File: src/rtl/tetris_pkg.sv
// Shared types for the tile mover: board size, coordinates, tile/command
// encodings, controller states and the command-to-delta helper.
package tetris;

   localparam int BOARD_W = 10;
   localparam int BOARD_H = 20;
   localparam int COORD_W = 5;

   typedef enum logic [2:0] {eNon, eI, eO, eT, eS, eZ, eJ, eL} tile_type_e;
   typedef enum logic [1:0] {eLeft, eRight, eRotate, eDown} move_cmd_e;

   typedef struct packed {
      logic [COORD_W-1:0] x_m;
      logic [COORD_W-1:0] y_m;
   } point_t;

   typedef struct packed {
      tile_type_e tile_m;
      logic [1:0] angle_m;
   } shape_info_t;

   // One bit wider than a coordinate so a step off either edge stays representable.
   typedef logic signed [COORD_W:0] coord_s_t;

   typedef struct packed {
      coord_s_t dx_m;
      coord_s_t dy_m;
   } delta_t;

   typedef enum logic [2:0] {IDLE, SPAWN, SHAPE_WAIT, READY, CHECK, REVERT} ctrl_state_e;

   function automatic delta_t cmd_delta(input move_cmd_e cmd);
      delta_t d;
      d = '0;
      case (cmd)
         eLeft:   d.dx_m = coord_s_t'(-1);
         eRight:  d.dx_m = coord_s_t'(1);
         eDown:   d.dy_m = coord_s_t'(1);
         default: d = '0;
      endcase
      return d;
   endfunction

endpackage

File: src/rtl/tile_bounds_check.sv
// Combinational legality test: does the bounding box, shifted by delta,
// still lie inside the board?
module tile_bounds_check
   import tetris::*;
(
   input  point_t min_pos_i,
   input  point_t max_pos_i,
   input  delta_t delta_i,
   output logic   legal_o
);

   coord_s_t min_x, max_x, min_y, max_y;

   always_comb begin
      min_x   = coord_s_t'({1'b0, min_pos_i.x_m}) + delta_i.dx_m;
      max_x   = coord_s_t'({1'b0, max_pos_i.x_m}) + delta_i.dx_m;
      min_y   = coord_s_t'({1'b0, min_pos_i.y_m}) + delta_i.dy_m;
      max_y   = coord_s_t'({1'b0, max_pos_i.y_m}) + delta_i.dy_m;
      legal_o = (min_x >= 0) && (max_x <= coord_s_t'(BOARD_W - 1)) &&
                (min_y >= 0) && (max_y <= coord_s_t'(BOARD_H - 1));
   end

endmodule

File: src/rtl/tile_move_controller.sv
// Tile movement controller: spawns tiles, applies user moves/rotations with
// bounds checking, reverts illegal rotations. Define TILE_GRAVITY_EN for auto-drop.
module tile_move_controller
   import tetris::*;
#(
   parameter int GRAVITY_PERIOD = 25000000,
   parameter int SPAWN_X        = 4,
   parameter int SPAWN_Y        = 0
) (
   input  logic       clk_i,
   input  logic       reset_i,
   input  logic       spawn_v_i,
   input  tile_type_e spawn_type_i,
   input  logic       cmd_v_i,
   input  move_cmd_e  cmd_i,
   output logic       cmd_ready_o,
   input  point_t     pos_i,
   input  point_t     min_pos_i,
   input  point_t     max_pos_i,
   output tile_type_e tile_type_o,
   output logic [1:0] tile_angle_o,
   output logic       tile_type_v_o,
   output point_t     new_pos_o,
   output logic       pos_v_o,
   output logic       landed_o
);

   ctrl_state_e state_q, state_d;
   shape_info_t shape_q, shape_d;
   logic [1:0]  prev_angle_q, prev_angle_d;
   move_cmd_e   cmd_q, cmd_d;
   delta_t      delta_q, delta_d;
   logic        spawn_pos_q, spawn_pos_d;
   logic        wait_last_q, wait_last_d;
   logic        ret_check_q, ret_check_d;
   logic        move_legal;
   logic        gravity_due;

   tile_bounds_check u_bounds (
      .min_pos_i (min_pos_i),
      .max_pos_i (max_pos_i),
      .delta_i   (delta_q),
      .legal_o   (move_legal)
   );

   assign tile_type_o = shape_q.tile_m;

   // NOTE: every variable gets a default first so no path leaves one unassigned (no latches).
   always_comb begin
      state_d       = state_q;
      shape_d       = shape_q;
      prev_angle_d  = prev_angle_q;
      cmd_d         = cmd_q;
      delta_d       = delta_q;
      spawn_pos_d   = 1'b0;
      wait_last_d   = wait_last_q;
      ret_check_d   = ret_check_q;
      cmd_ready_o   = 1'b0;
      tile_type_v_o = 1'b0;
      tile_angle_o  = shape_q.angle_m;
      pos_v_o       = 1'b0;
      new_pos_o     = '0;
      landed_o      = 1'b0;

      unique case (state_q)
         IDLE: begin
            cmd_ready_o = 1'b1;
            if (spawn_v_i) begin
               shape_d = '{tile_m: spawn_type_i, angle_m: 2'd0};
               state_d = SPAWN;
            end
         end
         SPAWN: begin
            if (!spawn_pos_q) begin
               tile_type_v_o = 1'b1;
               spawn_pos_d   = 1'b1;
            end else begin
               // The position write doubles as the first shape-settle cycle.
               pos_v_o        = 1'b1;
               new_pos_o.x_m  = COORD_W'(SPAWN_X);
               new_pos_o.y_m  = COORD_W'(SPAWN_Y);
               wait_last_d    = 1'b1;
               ret_check_d    = 1'b0;
               state_d        = SHAPE_WAIT;
            end
         end
         SHAPE_WAIT: begin
            wait_last_d = 1'b1;
            if (wait_last_q) state_d = ret_check_q ? CHECK : READY;
         end
         READY: begin
            cmd_ready_o = 1'b1;
            if (spawn_v_i) begin
               shape_d = '{tile_m: spawn_type_i, angle_m: 2'd0};
               state_d = SPAWN;
            end else if (gravity_due) begin
               cmd_d   = eDown;
               delta_d = cmd_delta(eDown);
               state_d = CHECK;
            end else if (cmd_v_i) begin
               cmd_d   = cmd_i;
               delta_d = cmd_delta(cmd_i);
               if (cmd_i == eRotate) begin
                  tile_type_v_o   = 1'b1;
                  tile_angle_o    = shape_q.angle_m + 2'd1;
                  shape_d.angle_m = shape_q.angle_m + 2'd1;
                  prev_angle_d    = shape_q.angle_m;
                  wait_last_d     = 1'b0;
                  ret_check_d     = 1'b1;
                  state_d         = SHAPE_WAIT;
               end else begin
                  state_d = CHECK;
               end
            end
         end
         CHECK: begin
            state_d = READY;
            if (cmd_q == eRotate) begin
               if (!move_legal) begin
                  shape_d.angle_m = prev_angle_q;
                  state_d         = REVERT;
               end
            end else if (move_legal) begin
               pos_v_o       = 1'b1;
               new_pos_o.x_m = pos_i.x_m + delta_q.dx_m[COORD_W-1:0];
               new_pos_o.y_m = pos_i.y_m + delta_q.dy_m[COORD_W-1:0];
            end else if (cmd_q == eDown) begin
               landed_o = 1'b1;
               state_d  = IDLE;
            end
         end
         REVERT: begin
            tile_type_v_o = 1'b1;
            wait_last_d   = 1'b0;
            ret_check_d   = 1'b0;
            state_d       = SHAPE_WAIT;
         end
         default: state_d = IDLE;
      endcase

      // A cycle with reset asserted must not leak any strobe or acceptance.
      if (reset_i) begin
         cmd_ready_o   = 1'b0;
         tile_type_v_o = 1'b0;
         tile_angle_o  = shape_q.angle_m;
         pos_v_o       = 1'b0;
         new_pos_o     = '0;
         landed_o      = 1'b0;
      end
   end

   // NOTE: sequential state uses non-blocking assignments so all flops update together.
   always_ff @(posedge clk_i) begin
      if (reset_i) begin
         state_q      <= IDLE;
         shape_q      <= '{tile_m: eNon, angle_m: 2'd0};
         prev_angle_q <= 2'd0;
         cmd_q        <= eLeft;
         delta_q      <= '0;
         spawn_pos_q  <= 1'b0;
         wait_last_q  <= 1'b0;
         ret_check_q  <= 1'b0;
      end else begin
         state_q      <= state_d;
         shape_q      <= shape_d;
         prev_angle_q <= prev_angle_d;
         cmd_q        <= cmd_d;
         delta_q      <= delta_d;
         spawn_pos_q  <= spawn_pos_d;
         wait_last_q  <= wait_last_d;
         ret_check_q  <= ret_check_d;
      end
   end

`ifdef TILE_GRAVITY_EN
   localparam int GRAV_W = (GRAVITY_PERIOD > 1) ? $clog2(GRAVITY_PERIOD) : 1;

   logic [GRAV_W-1:0] grav_cnt_q, grav_cnt_d;
   logic              grav_pend_q, grav_pend_d;
   logic              grav_wrap, grav_take;

   always_comb begin
      grav_cnt_d  = grav_cnt_q;
      grav_pend_d = grav_pend_q;
      grav_wrap   = 1'b0;
      grav_take   = (state_q == READY) && !spawn_v_i && grav_pend_q;
      if (state_q == IDLE) begin
         grav_cnt_d  = '0;
         grav_pend_d = 1'b0;
      end else begin
         if (grav_cnt_q == GRAV_W'(GRAVITY_PERIOD - 1)) begin
            grav_cnt_d = '0;
            grav_wrap  = 1'b1;
         end else begin
            grav_cnt_d = grav_cnt_q + GRAV_W'(1);
         end
         grav_pend_d = (grav_pend_q && !grav_take) || grav_wrap;
      end
   end

   always_ff @(posedge clk_i) begin
      if (reset_i) begin
         grav_cnt_q  <= '0;
         grav_pend_q <= 1'b0;
      end else begin
         grav_cnt_q  <= grav_cnt_d;
         grav_pend_q <= grav_pend_d;
      end
   end

   assign gravity_due = grav_pend_q;
`else
   logic unused_gravity_period;
   assign unused_gravity_period = (GRAVITY_PERIOD > 0);
   assign gravity_due           = 1'b0;
`endif

endmodule

File: config.mk
export PLATFORM = sky130hd
export DESIGN_NAME = tile_move_controller
export DESIGN_NICKNAME = d
export VERILOG_FILES = /design/src/rtl/tetris_pkg.sv /design/src/rtl/tile_bounds_check.sv /design/src/rtl/tile_move_controller.sv
export SDC_FILE = /design/constraint.sdc
export NUM_CORES = 1
export LEC_CHECK = 0
export ABC_AREA = 1
export CAP_MARGIN = 20
export CORE_UTILIZATION = 51
export DETAILED_ROUTE_END_ITERATION = 10
export PLACE_DENSITY = 0.85
export SYNTH_ARGS = -nofsm -noshare
export SYNTH_HDL_FRONTEND = slang
export SYNTH_SLANG_ARGS = --single-unit
export TNS_END_PERCENT = 20
File: constraint.sdc
create_clock -name clk_i -period 7.09 [get_ports clk_i]
set_input_delay 2.127 -clock clk_i [delete_from_list [all_inputs] [get_ports clk_i]]
set_output_delay 2.127 -clock clk_i [all_outputs]
set_load 0.01 [all_outputs]
# After elaboration in Yosys (flattened, before gate mapping)
# Cells that the tools add are included.
# op_classes
n_eq_ne	20
n_addsub	7
n_mux	59
bitwise	2
n_lt_le_gt_ge	4
n_reduce_logical	18
# op_table
operator	count
2-to-1 mux 3 bit	11
2-to-1 mux 10 bit	3
2-to-1 mux 1 bit	25
adder 6 bit	4
case mux 10 bit (2 select lines)	1
2-to-1 mux 2 bit	9
!= test 2 bit (second input constant)	9
case mux 3 bit (6 select lines)	1
greater-or-equal comparator 6 x 1 -> 1 bit (second input constant)	2
case mux 6 bit (2 select lines)	1
AND reduction 4 bit	3
adder 5 bit	2
AND reduction 5 bit	2
equality test 2 bit (second input constant)	4
2-to-1 mux 8 bit	1
equality test 3 x 2 -> 1 bit (second input constant)	2
equality test 3 bit (second input constant)	2
less-or-equal comparator 6 x 5 -> 1 bit (second input constant)	1
less-or-equal comparator 6 bit (second input constant)	1
case mux 1 bit (3 select lines)	2
case mux 2 bit (3 select lines)	1
case mux 3 bit (2 select lines)	1
AND reduction 3 bit	2
nonzero test 3 bit	2
14 further kinds	18
# word_totals
in_bits	39
output_inout_bits	19
regBits	27

# Longest topological paths before layout
# logic_depth
ltp_word	9
mapped_depth	15
ltp_nobuf	15

# Modules after synthesis
# Synthesis repeated with hierarchy kept, for this count alone.
# hier_totals
cells_unflattened	331
hier_area_um2	2133.3
# modules_own_cells
module	area_each_um2	cells_each	n_inst	seq_area_each_um2
tile_move_controller	1440.1	225	1	360.3
tile_bounds_check	693.2	106	1	0.0

# Worst setup path after synthesis
# Ideal clock, no wire load.
# synth_path
kind	input -> output
start	input port max_pos_i[5] (netlist bit)
end	output port new_pos_o[8] (netlist bit)
required_ns	4.963
arrival_ns	3.754
slack_ns	1.209
cell_stages	13
cell_sequence	ha_1 > fa_1 > nand3_1 > nand2_1 > nand2_1 > nand2_1 > inv_2 > nand2_1 > nand2_2 > nand4_4 > nor2_8 > nand2_4 > a211oi_2
# synth_lines
element	line_no	text
start: declaration	tile_move_controller.sv:19	input point_t max_pos_i,
end: declaration	tile_move_controller.sv:23	output point_t new_pos_o,

# Worst setup path in the final report
# layout_path
start	input port max_pos_i[5] (netlist bit)
end	output port pos_v_o
# layout_via
elab_chain_len	9
# layout_rtl
element	line_no	text
adder 6 bit	tile_bounds_check.sv:16	max_x = coord_s_t'({1'b0, max_pos_i.x_m}) + delta_i.dx_m;
less-or-equal comparator 6 x 5 -> 1 bit	tile_bounds_check.sv:19	legal_o = (min_x >= 0) && (max_x <= coord_s_t'(BOARD_W - 1)) &&
logical AND 1 bit (2 in a row)	tile_bounds_check.sv:19	
logical AND 1 bit	tile_bounds_check.sv:20	(min_y >= 0) && (max_y <= coord_s_t'(BOARD_H - 1));
2-to-1 mux 1 bit	tile_move_controller.sv:123	end else if (move_legal) begin
2-to-1 mux 1 bit	tile_move_controller.sv:118	if (cmd_q == eRotate) begin
case mux 1 bit (2 select lines)	tile_move_controller.sv:65	unique case (state_q)
2-to-1 mux 1 bit	tile_move_controller.sv:142	if (reset_i) begin
end: declaration	tile_move_controller.sv:24	output logic pos_v_o,
# Every way passes these cells.

==> results.cfg <==
[status]
status = complete, no violations

[timing]
fmax_mhz = 145
worst_pin_slew_ps = 681
fin_tns_setup_ps = 0
rsz0062_at_grt = false
relSlewSlack_pct = 54.5
slew_violations = 0
hold_viol = 0
finalCriticalPeriod_ps = 6900
finClkSkew_ps = 3.83
setup_violations = 0
min_period_over_period_pct = 97.4

[drt]
drc_errors = 0
vias = 1923
drt_iter0_drc = 73
vias_per_cell = 5.16
drt-total-wl_mm = 4.53
wire_per_inst_um = 12.1
ant_nets = 0
dr.pass1.iters = 4

[synth]
ys_seq_area_share_pct = 19.9
synth.avg_cell_area_sq_um = 6.67
synth_xor_area_share_pct = 3.86
synth_compound_area_share_pct = 15.5
synth_edf_count = 0
syn_inst = 272
synth_fp_nets = 332
ys_ff_latch = 18
synth_area_sq_um = 1810
synth_ff_type = dfxtp_1
synth_cell_types = 36
synthAdderAreaFrac_pct = 15.3
synth_top_family_by_area = simple AND/OR/NAND/NOR gates
ys_warn_count = 0
synthMuxAreaShare_pct = 0
synthArstFlopShare_pct = 0
synth-simple-area-share_pct = 35.3

[critical_path]
path_class = input port to primary output
worstPathRequired_ps = 4960
crit_top_cell = nand2_1
worstReg2RegStart = delta_q[10]
critPathMaxStageDelay_ps = 560
crit_path_start_kind = input port
arrival_ps = 4780
critPathSlowestCell = clkdlybuf4s50_1
crit_path_max_fanout = 10
path_cells = clkdlybuf4s50_1 -> ha_1 -> fa_1 -> nand3_1 -> nand2_1 -> nand2_1 -> nand2_1 -> inv_2 -> nand2_1 -> nand2_2 -> nand4_4 -> nor2_8 -> nand2_4 -> a21oi_2 -> clkdlybuf4s50_1
worstSetupEndpointType = primary output
crit_start = max_pos_i[5]

[clock_tree]
cts_buffer_depth = 2
cts_setup_buffers = 0
cts-resized-gates = 0
cts_sinks = 18
clkSlewWorstSetupHoldPaths_ps = 90
insertion_delay_ps = 290
cts_hold_buf = 0
cts_root_buffer = clkbuf_4
cts_max_level = 1
cts_inserted_buffers = 3
cts_tree = built

[floorplan]
die_y_um = 61.6
rows = 21
start_util_pct = 53.9
core-area_sq_um = 3360
ioPinCount = 58
dieArea_sq_um = 3800
die_w_um = 61.6

[cells_and_area]
multi_input_area_sq_um = 1270
n_antenna_cell = 0
n_fill_cell = 302
drive_gt1_share_pct = 10.4
layout_common_cells = 56 x nand2_1, 55 x clkdlybuf4s50_1, 36 x nor2_1, 32 x inv_1, 19 x ha_1
synthToLayoutAreaGrowth_pct = 34.7
final_common_cell = nand2_1
final_area_sq_um = 2440
seqCellArea_sq_um = 360
fin_nets = 389
fin_cells = 373
post-route-util_pct = 72.6

[place]
numPortBuffers = 57
place.gp.congestion = 0.881
placed_area_sq_um = 2410
placedCellCount = 370
place_hpwl_mm = 3.70

[power]
seqPwrFrac_pct = 32.7
p_int_w = 0.000245
power_frac_comb_pct = 55.7
switchingPower_w = 0.000181
sw_frac_of_total_pct = 42.5
p_leak_nw = 1.11
power_frac_clock_pct = 11.6
power.density_nw_per_um2 = 174
peakVddDrop_v = 0.000147

[grt]
antenna_found_initial = 0
grt_max_degree = 18
overflow = 0
grt_pass1_wl_mm = 7.16
grt_use_total_pct = 25.1
first_global_vias = 1731

[worst_hold_path]
hp-start = prev_angle_q[0]
hp-class = flip-flop to flip-flop

[flow_run]
maxCapViolations = 0
==> cell families (layout without fill, tap and decap cells) <==
group / after synthesis / after routing
adders and majority gates: 21 / 21
xor gates and xnor gates: 8 / 8
and+or+nand+nor: 132 / 132
DFF: 18 / 18
buffers and inverters: 46 / 101
AOI/OAI and AO/OA: 47 / 47
==> registers in the layout (all words and copies together) (netlist names) <==
name and flops:
prev_angle_q 2, cmd_q 2, wait_last_q 1, state_q 3, spawn_pos_q 1, tile_type_o 3, ret_check_q 1, delta_q 3
shape_q 2
==> critical path: cells and delay by family <==
| family | cells | cell delay [ps] |
|---|---|---|
| adders and majority gates | 2 | 640 |
| and+or+nand+nor | 9 | 850 |
| buffers and inverters | 3 | 1000 |
| AOI/OAI and AO/OA | 1 | 150 |
==> cells in the mapped netlist, types with 2 or more instances <==
library cell	n	area [sq um]
a211oi_1	2	15.0
xor2_1	5	43.8
nand3b_1	2	15.0
nand2_2	4	25.0
buf_4	3	22.5
nor3_2	4	40.0
inv_2	7	26.3
ha_1	19	238
o211ai_2	2	25.0
nand4_1	3	18.8
nand3_1	13	65.1
xnor2_1	3	26.3
fa_1	2	40.0
nor2_1	36	135
nor2_4	2	22.5
dfxtp_1	18	360
a31oi_1	2	12.5
inv_1	32	120
nor2_2	5	31.3
o21ai_1	3	15.0
o21ai_0	13	65.1
clkbuf_1	3	11.3
o22ai_1	2	12.5
nand2_1	56	210
nor3_1	3	15.0
a21oi_1	18	90.1
==> layer usage <==
layer	global-route usage [%]	up-vias	routed length (um)	share of wire, %
met5	0	-	0	0
met1	32.3	863	2050	45
li1	-	995	-	-
met2	43.5	55	2110	47
met4	7.94	0	78	1.7
met3	3.36	10	293	6.5
==> power groups by stage <==
| stage | Clock [W] | Combinational, W | Sequential, W |
|---|---|---|---|
| floorplan | 0 | 0.000160 | 0.000136 |
| global placement | 0 | 0.000230 | 0.000140 |
| detailed placement | 0 | 0.000233 | 0.000141 |
| CTS | 0.0000507 | 0.000236 | 0.000139 |
| global route | 0.0000546 | 0.000263 | 0.000142 |
| finish | 0.0000495 | 0.000237 | 0.000139 |
==> area by class of cell <==
type / instances / area share [%]
inverters: 40 / 6.15
multi-input cells: 208 / 51.9
clock buffers: 3 / 0.922
flip-flops and latches: 18 / 14.8
well taps: 46 / 2.36
repair buffers: 58 / 23.9
==> final timing paths <==
kind	to	slack, ps	depth (start not counted)
worst max register to register	shape_q[0]	4600	13
worst min-delay path	prev_angle_q[0]	470	2
worst min register to register	prev_angle_q[0]	470	2
worst max-delay path	pos_v_o	190	15
==> through the flow <==
step	hold slack (ps)	setup slack, ps	power (W)
after floorplan	425	1210	0.000296
after global placement	448	220	0.000370
after detailed placement	452	152	0.000374
after CTS	469	152	0.000426
after global routing	483	3.95	0.000459
final	468	186	0.000426
No activity file was read; power rests on OpenSTA's default activity.
